## config.mk

```make
export PLATFORM = sky130hd
export DESIGN_NAME = sat_block_accum
export DESIGN_NICKNAME = d
export VERILOG_FILES = /design/src/rtl/sat_pkg.sv /design/src/rtl/sat_add_w.sv /design/src/rtl/sat_block_accum.sv
export SDC_FILE = /design/constraint.sdc
export NUM_CORES = 1
export LEC_CHECK = 0
export BUFFER_PORTS_ARGS = -buffer_cell sky130_fd_sc_hd__buf_2
export CAP_MARGIN = 20
export CORE_ASPECT_RATIO = 1.1
export CORE_UTILIZATION = 30
export CTS_CLUSTER_DIAMETER = 150
export DETAILED_ROUTE_END_ITERATION = 10
export GPL_ROUTABILITY_DRIVEN = 0
export SYNTH_ARGS = -nofsm -noshare
export SYNTH_HDL_FRONTEND = slang
export SYNTH_SLANG_ARGS = --single-unit
```

## constraint.sdc

```tcl
create_clock -name clk -period 3.3 [get_ports clk]
set_input_delay 0.165 -clock clk [delete_from_list [all_inputs] [get_ports clk]]
set_output_delay 0.165 -clock clk [all_outputs]
set_load 0.02 [all_outputs]
```

## src/rtl/sat_pkg.sv

```systemverilog
// Shared definitions for the saturating adder and block accumulator.
package sat_pkg;

  localparam int unsigned HELPER_W  = 64;
  localparam int unsigned HELPER_IW = 6;

  typedef enum logic {
    ST_ACCUM = 1'b0,
    ST_HOLD  = 1'b1
  } state_e;

  // Largest positive W-bit two's-complement value, zero-extended to HELPER_W.
  function automatic logic [HELPER_W-1:0] sat_max(input int unsigned w);
    return (HELPER_W'(1) << (w - 1)) - HELPER_W'(1);
  endfunction

  // Most negative W-bit two's-complement value; truncate to W bits at the use site.
  function automatic logic [HELPER_W-1:0] sat_min(input int unsigned w);
    return HELPER_W'(1) << (w - 1);
  endfunction

  // Sign-extend the low w bits of x to HELPER_W bits.
  function automatic logic [HELPER_W-1:0] sext(input logic [HELPER_W-1:0] x,
                                               input int unsigned w);
    logic [HELPER_W-1:0] hi_mask;
    hi_mask = ~HELPER_W'(0) << w;
    return x[HELPER_IW'(w - 1)] ? (x | hi_mask) : (x & ~hi_mask);
  endfunction

endpackage

```

## src/rtl/sat_add_w.sv

```systemverilog
// Combinational W-bit two's-complement adder that clamps to the rails on overflow.
module sat_add_w
  import sat_pkg::*;
#(
  parameter int unsigned W = 8
) (
  input  logic [W-1:0] a_i,
  input  logic [W-1:0] b_i,
  output logic [W-1:0] sum_c_o,
  output logic         ov_c_o
);

  logic [W-1:0] raw;

  // Overflow only when both operands share a sign the raw sum does not.
  always_comb begin
    raw     = a_i + b_i;
    ov_c_o  = (a_i[W-1] == b_i[W-1]) && (raw[W-1] != a_i[W-1]);
    sum_c_o = raw;
    if (ov_c_o) begin
      sum_c_o = a_i[W-1] ? W'(sat_min(W)) : W'(sat_max(W));
    end
  end

endmodule

```

## src/rtl/sat_block_accum.sv

```systemverilog
// Block accumulator: sums LEN saturating samples per block and emits one result.
// Optional build macro SAT_BLOCK_ACCUM_AVG_EN: full blocks report the average.
module sat_block_accum
  import sat_pkg::*;
#(
  parameter int unsigned N     = 4,
  parameter int unsigned ACC_W = 8,
  parameter int unsigned LEN   = 4,
  parameter int unsigned CNT_W = $clog2(LEN + 1)
) (
  input  logic             clk,
  input  logic             rst,
  input  logic             in_valid,
  output logic             in_ready,
  input  logic [N-1:0]     in_data,
  input  logic             in_ov,
  input  logic             flush,
  output logic             out_valid,
  input  logic             out_ready,
  output logic [ACC_W-1:0] out_data,
  output logic             out_sat,
  output logic [CNT_W-1:0] out_cnt
);

`ifdef SAT_BLOCK_ACCUM_AVG_EN
  localparam int unsigned LOG2_LEN = $clog2(LEN);
  if ((LEN & (LEN - 1)) != 0) begin : g_len_check
    $error("LEN must be a power of two when averaging is enabled");
  end
`endif

  state_e           state_q, state_d;
  logic [ACC_W-1:0] acc_q, acc_d;
  logic [CNT_W-1:0] cnt_q, cnt_d;
  logic             sat_q, sat_d;
  logic             in_ready_q, in_ready_d;
  logic             out_valid_q, out_valid_d;
  logic [ACC_W-1:0] out_data_q, out_data_d;
  logic             out_sat_q, out_sat_d;
  logic [CNT_W-1:0] out_cnt_q, out_cnt_d;

  logic [ACC_W-1:0] add_b;
  logic [ACC_W-1:0] add_sum;
  logic             add_ov;
  logic             accept;
  logic [CNT_W-1:0] cnt_inc;
  logic [ACC_W-1:0] acc_fin;
  logic             sat_fin;
  logic [CNT_W-1:0] cnt_fin;
  logic             full;

  assign add_b = ACC_W'(sext(HELPER_W'(in_data), N));

  sat_add_w #(.W(ACC_W)) u_add (
    .a_i     (acc_q),
    .b_i     (add_b),
    .sum_c_o (add_sum),
    .ov_c_o  (add_ov)
  );

  // Values the block would hold after this cycle's sample, if any.
  always_comb begin
    accept  = in_valid && in_ready_q && (state_q == ST_ACCUM);
    cnt_inc = CNT_W'(cnt_q + CNT_W'(1));
    acc_fin = accept ? add_sum : acc_q;
    sat_fin = sat_q | (accept & (in_ov | add_ov));
    cnt_fin = accept ? cnt_inc : cnt_q;
    full    = accept && (cnt_inc == CNT_W'(LEN));
  end

  // Next-state and registered-output logic.
  always_comb begin
    state_d     = state_q;
    acc_d       = acc_q;
    cnt_d       = cnt_q;
    sat_d       = sat_q;
    in_ready_d  = in_ready_q;
    out_valid_d = out_valid_q;
    out_data_d  = out_data_q;
    out_sat_d   = out_sat_q;
    out_cnt_d   = out_cnt_q;
    case (state_q)
      ST_ACCUM: begin
        acc_d = acc_fin;
        cnt_d = cnt_fin;
        sat_d = sat_fin;
        if (full || (flush && ((cnt_q != '0) || accept))) begin
          state_d     = ST_HOLD;
          in_ready_d  = 1'b0;
          out_valid_d = 1'b1;
          out_sat_d   = sat_fin;
          out_cnt_d   = cnt_fin;
`ifdef SAT_BLOCK_ACCUM_AVG_EN
          out_data_d  = full ? ACC_W'($signed(acc_fin) >>> LOG2_LEN) : acc_fin;
`else
          out_data_d  = acc_fin;
`endif
        end
      end
      ST_HOLD: begin
        if (out_valid_q && out_ready) begin
          state_d     = ST_ACCUM;
          acc_d       = '0;
          cnt_d       = '0;
          sat_d       = 1'b0;
          in_ready_d  = 1'b1;
          out_valid_d = 1'b0;
        end
      end
      default: state_d = ST_ACCUM;
    endcase
  end

  // State and output registers with synchronous reset.
  always_ff @(posedge clk) begin
    if (rst) begin
      state_q     <= ST_ACCUM;
      acc_q       <= '0;
      cnt_q       <= '0;
      sat_q       <= 1'b0;
      in_ready_q  <= 1'b1;
      out_valid_q <= 1'b0;
      out_data_q  <= '0;
      out_sat_q   <= 1'b0;
      out_cnt_q   <= '0;
    end else begin
      state_q     <= state_d;
      acc_q       <= acc_d;
      cnt_q       <= cnt_d;
      sat_q       <= sat_d;
      in_ready_q  <= in_ready_d;
      out_valid_q <= out_valid_d;
      out_data_q  <= out_data_d;
      out_sat_q   <= out_sat_d;
      out_cnt_q   <= out_cnt_d;
    end
  end

  assign in_ready  = in_ready_q;
  assign out_valid = out_valid_q;
  assign out_data  = out_data_q;
  assign out_sat   = out_sat_q;
  assign out_cnt   = out_cnt_q;

endmodule

```

==> metrics.yaml <==
status:
  status: "complete, no violations"
sta:
  final.min_clock_period_ns: 2.408
  hold_viol: 0
  report.final.slew_viol_count: 0
  slew_headroom_pct: 53.70
  fin_hold_ws_ns: 0.2104
  min_period_over_period_pct: 72.97
  rsz0062_at_grt: "no"
  tns_ns: 0
  setup_viol: 0
  setup_ws_ns: 0.8920
  fin_skew_ns: 0.001472
  worstMarginPinSlew_ns: 0.6883
  timing.fmax_ghz: 0.4153
synthesis:
  yosysSeqAreaShare_pct: 33.44
  synthAdderAreaFrac_pct: 8.978
  synth_area_leaders: "dfxtp_1 33%, ha_1 7.7%, nor2_1 7.4%"
  ys_ff_latch: 27
  synth_top_area_share_pct: 33.44
  synth_top_family_by_area: "compound AO/OA/AOI/OAI gates"
  synth_nets: 208
  synth_largest_area_cell: "dfxtp_1"
  yosysMostFrequentCell: "nor2_1"
  synth_edf_count: 0
  synthArstFlopShare_pct: 0
  synth_xor_area_share_pct: 2.709
  synth.cell_area_um2: 1617
  synth_cell_types: 44
  synthTopCellsByCount: "32 x nor2_1, 27 x dfxtp_1, 21 x a21oi_1"
  syn_area_per_cell_um2: 8.645
  synth_cells: 187
  synth_compound_area_share_pct: 29.57
  synth_mux_area_share_pct: 0.6192
  synth_ff_type: "dfxtp_1"
  synth_warnings: 0
  synthSimpleGateAreaFrac_pct: 19.12
die:
  initial_utilization_pct: 31.69
  ios: 24
  die_w_um: 71.99
  num_rows: 27
  core_area_um2: 5101
  fp.dieArea_um2: 5686
  die_h_um: 78.99
place:
  placed_area_um2: 1765
  numPortBuffers: 23
  hpwl_um: 2642
  place_inst: 274
  place_ws_ns: 0.9545
detailed_routing:
  first_pass_iters: 5
  drc_errors: 0
  viasPerCell: 4.813
  detail-route-antenna-nets: 0
  drt_iter0_markers: 46
  finalWirelength_um: 3479
  vias: 1338
  wire_per_inst_um: 12.51
global_routing:
  grt_pass1_wl_um: 5913
  grt.total_usage_pct: 12.97
  overflow: 0
  antenna_found_initial: 0
  grt_pass1_vias: 1274
  grt_max_degree: 27
power:
  p_per_area_nw_per_um2: 574.7
  power.static_leakage_nw: 0.7284
  irDropWorstVdd_mv: 0.2085
  fin_total_pwr_mw: 1.041
clock_tree:
  cts.sinks: 27
  clkSlewWorstSetupHoldPaths_ns: 0.09
  clk_latency_ns: 0.27
  cts_hold_buf: 0
  htree_levels: 1
  cts_tree: "done"
  postCtsSetupBuffers: 0
  clock_path_buffers: 2
  cts-buffers-inserted: 3
  ctsResizeCount: 0
  cts_root_buf: "clkbuf_8"
layout:
  syn2layout_area_growth_pct: 12.07
  drive_gt1_share_pct: 20.39
  antenna_cells: 0
  nets: 228
  fin_cells: 278
  finish.utilization_pct: 35.52
  fin_area_um2: 1812
run:
  cap_violations: 0
setup_path:
  crit_required_ns: 3.48
  end_kind: "register"
  cp-start-kind: "register"
  arrival_ns: 2.59
  path_max_fanout: 17
  path_class: "register to register"
hold_path:
  hp-class: "input port to register"
==> layer usage <==
layer	wire, um	vias up	part of all wire, %	track usage (%)
li1	-	704	-	-
met1	1724	609	50	17.39
met2	1651	21	47	21.89
met3	79	4	2.3	2.284
met4	24	0	0.69	2.353
met5	0	-	0	0
==> where the power goes <==
part           total, mW  leakage (nW)  internal [mW]  switching [mW]
sequential         0.421         0.222          0.374          0.0466
clock              0.187        0.0255         0.0847           0.103
combinational      0.433         0.481          0.174           0.259
==> area by class of cell <==
cell class              instances  area, um2
clock buffers                   3      41.29
clock inverters                 1      5.005
inverters                       7      26.28
multi-input cells             144      985.9
well taps                      72      90.09
repair buffers                 24      122.6
flip-flops and latches         27      540.5
fillers                       542       3289
==> final timing paths <==
path / startpoint / endpoint / slack, ns / cells after the start
setup reg to reg: state_q / out_data[6] / 0.89 / 6
hold / removal: in_ov / sat_q / 0.21 / 3
hold reg to reg: sat_q / out_sat / 0.47 / 2
setup / recovery: state_q / out_data[6] / 0.89 / 6
==> state kept, by name, indices dropped and copies added, names as in the netlist <==
register and cells:
acc_q 8, cnt_q 3, in_ready 1, out_cnt 3
out_data 8, out_sat 1, out_valid 1, sat_q 1
state_q 1
==> layout by cell type (no fill, tap or decap), drive strengths merged <==
cell type	n
a2111oi	1
a211oi	9
a21boi	3
a21o	2
a21oi	21
a221oi	1
a311oi	8
a31oi	3
and2	1
and3	1
and3b	1
buf	24
clkbuf	3
clkinv	1
dfxtp	27
fa	1
ha	10
inv	7
mux2i	1
nand2	19
nand2b	1
nand3b	2
nor2	32
nor2b	1
nor3	4
nor3b	1
nor4	1
o211ai	2
o21a	1
o21ai	10
o31ai	1
or2b	1
xnor2	3
xor2	2
==> logic make-up (layout without fill, tap and decap cells) <==
kind of cell	after synthesis	after routing
adder cells (fa/ha/maj)	11	11
AO/OA/AOI/OAI	62	62
flip-flops	27	27
buffers and inverters	16	35
XOR/XNOR	5	5
multiplexers	1	1
AND/OR/NAND/NOR	65	65
==> critical path: stages (launching register included) <==
cell and delay [ns]:
dfxtp_1 0.43, and3b_1 0.53, a31oi_1 0.21, nor3_4 0.56
buf_4 0.29, nor2_1 0.05, a311oi_1 0.24
Power figures use the tool's default switching activity.
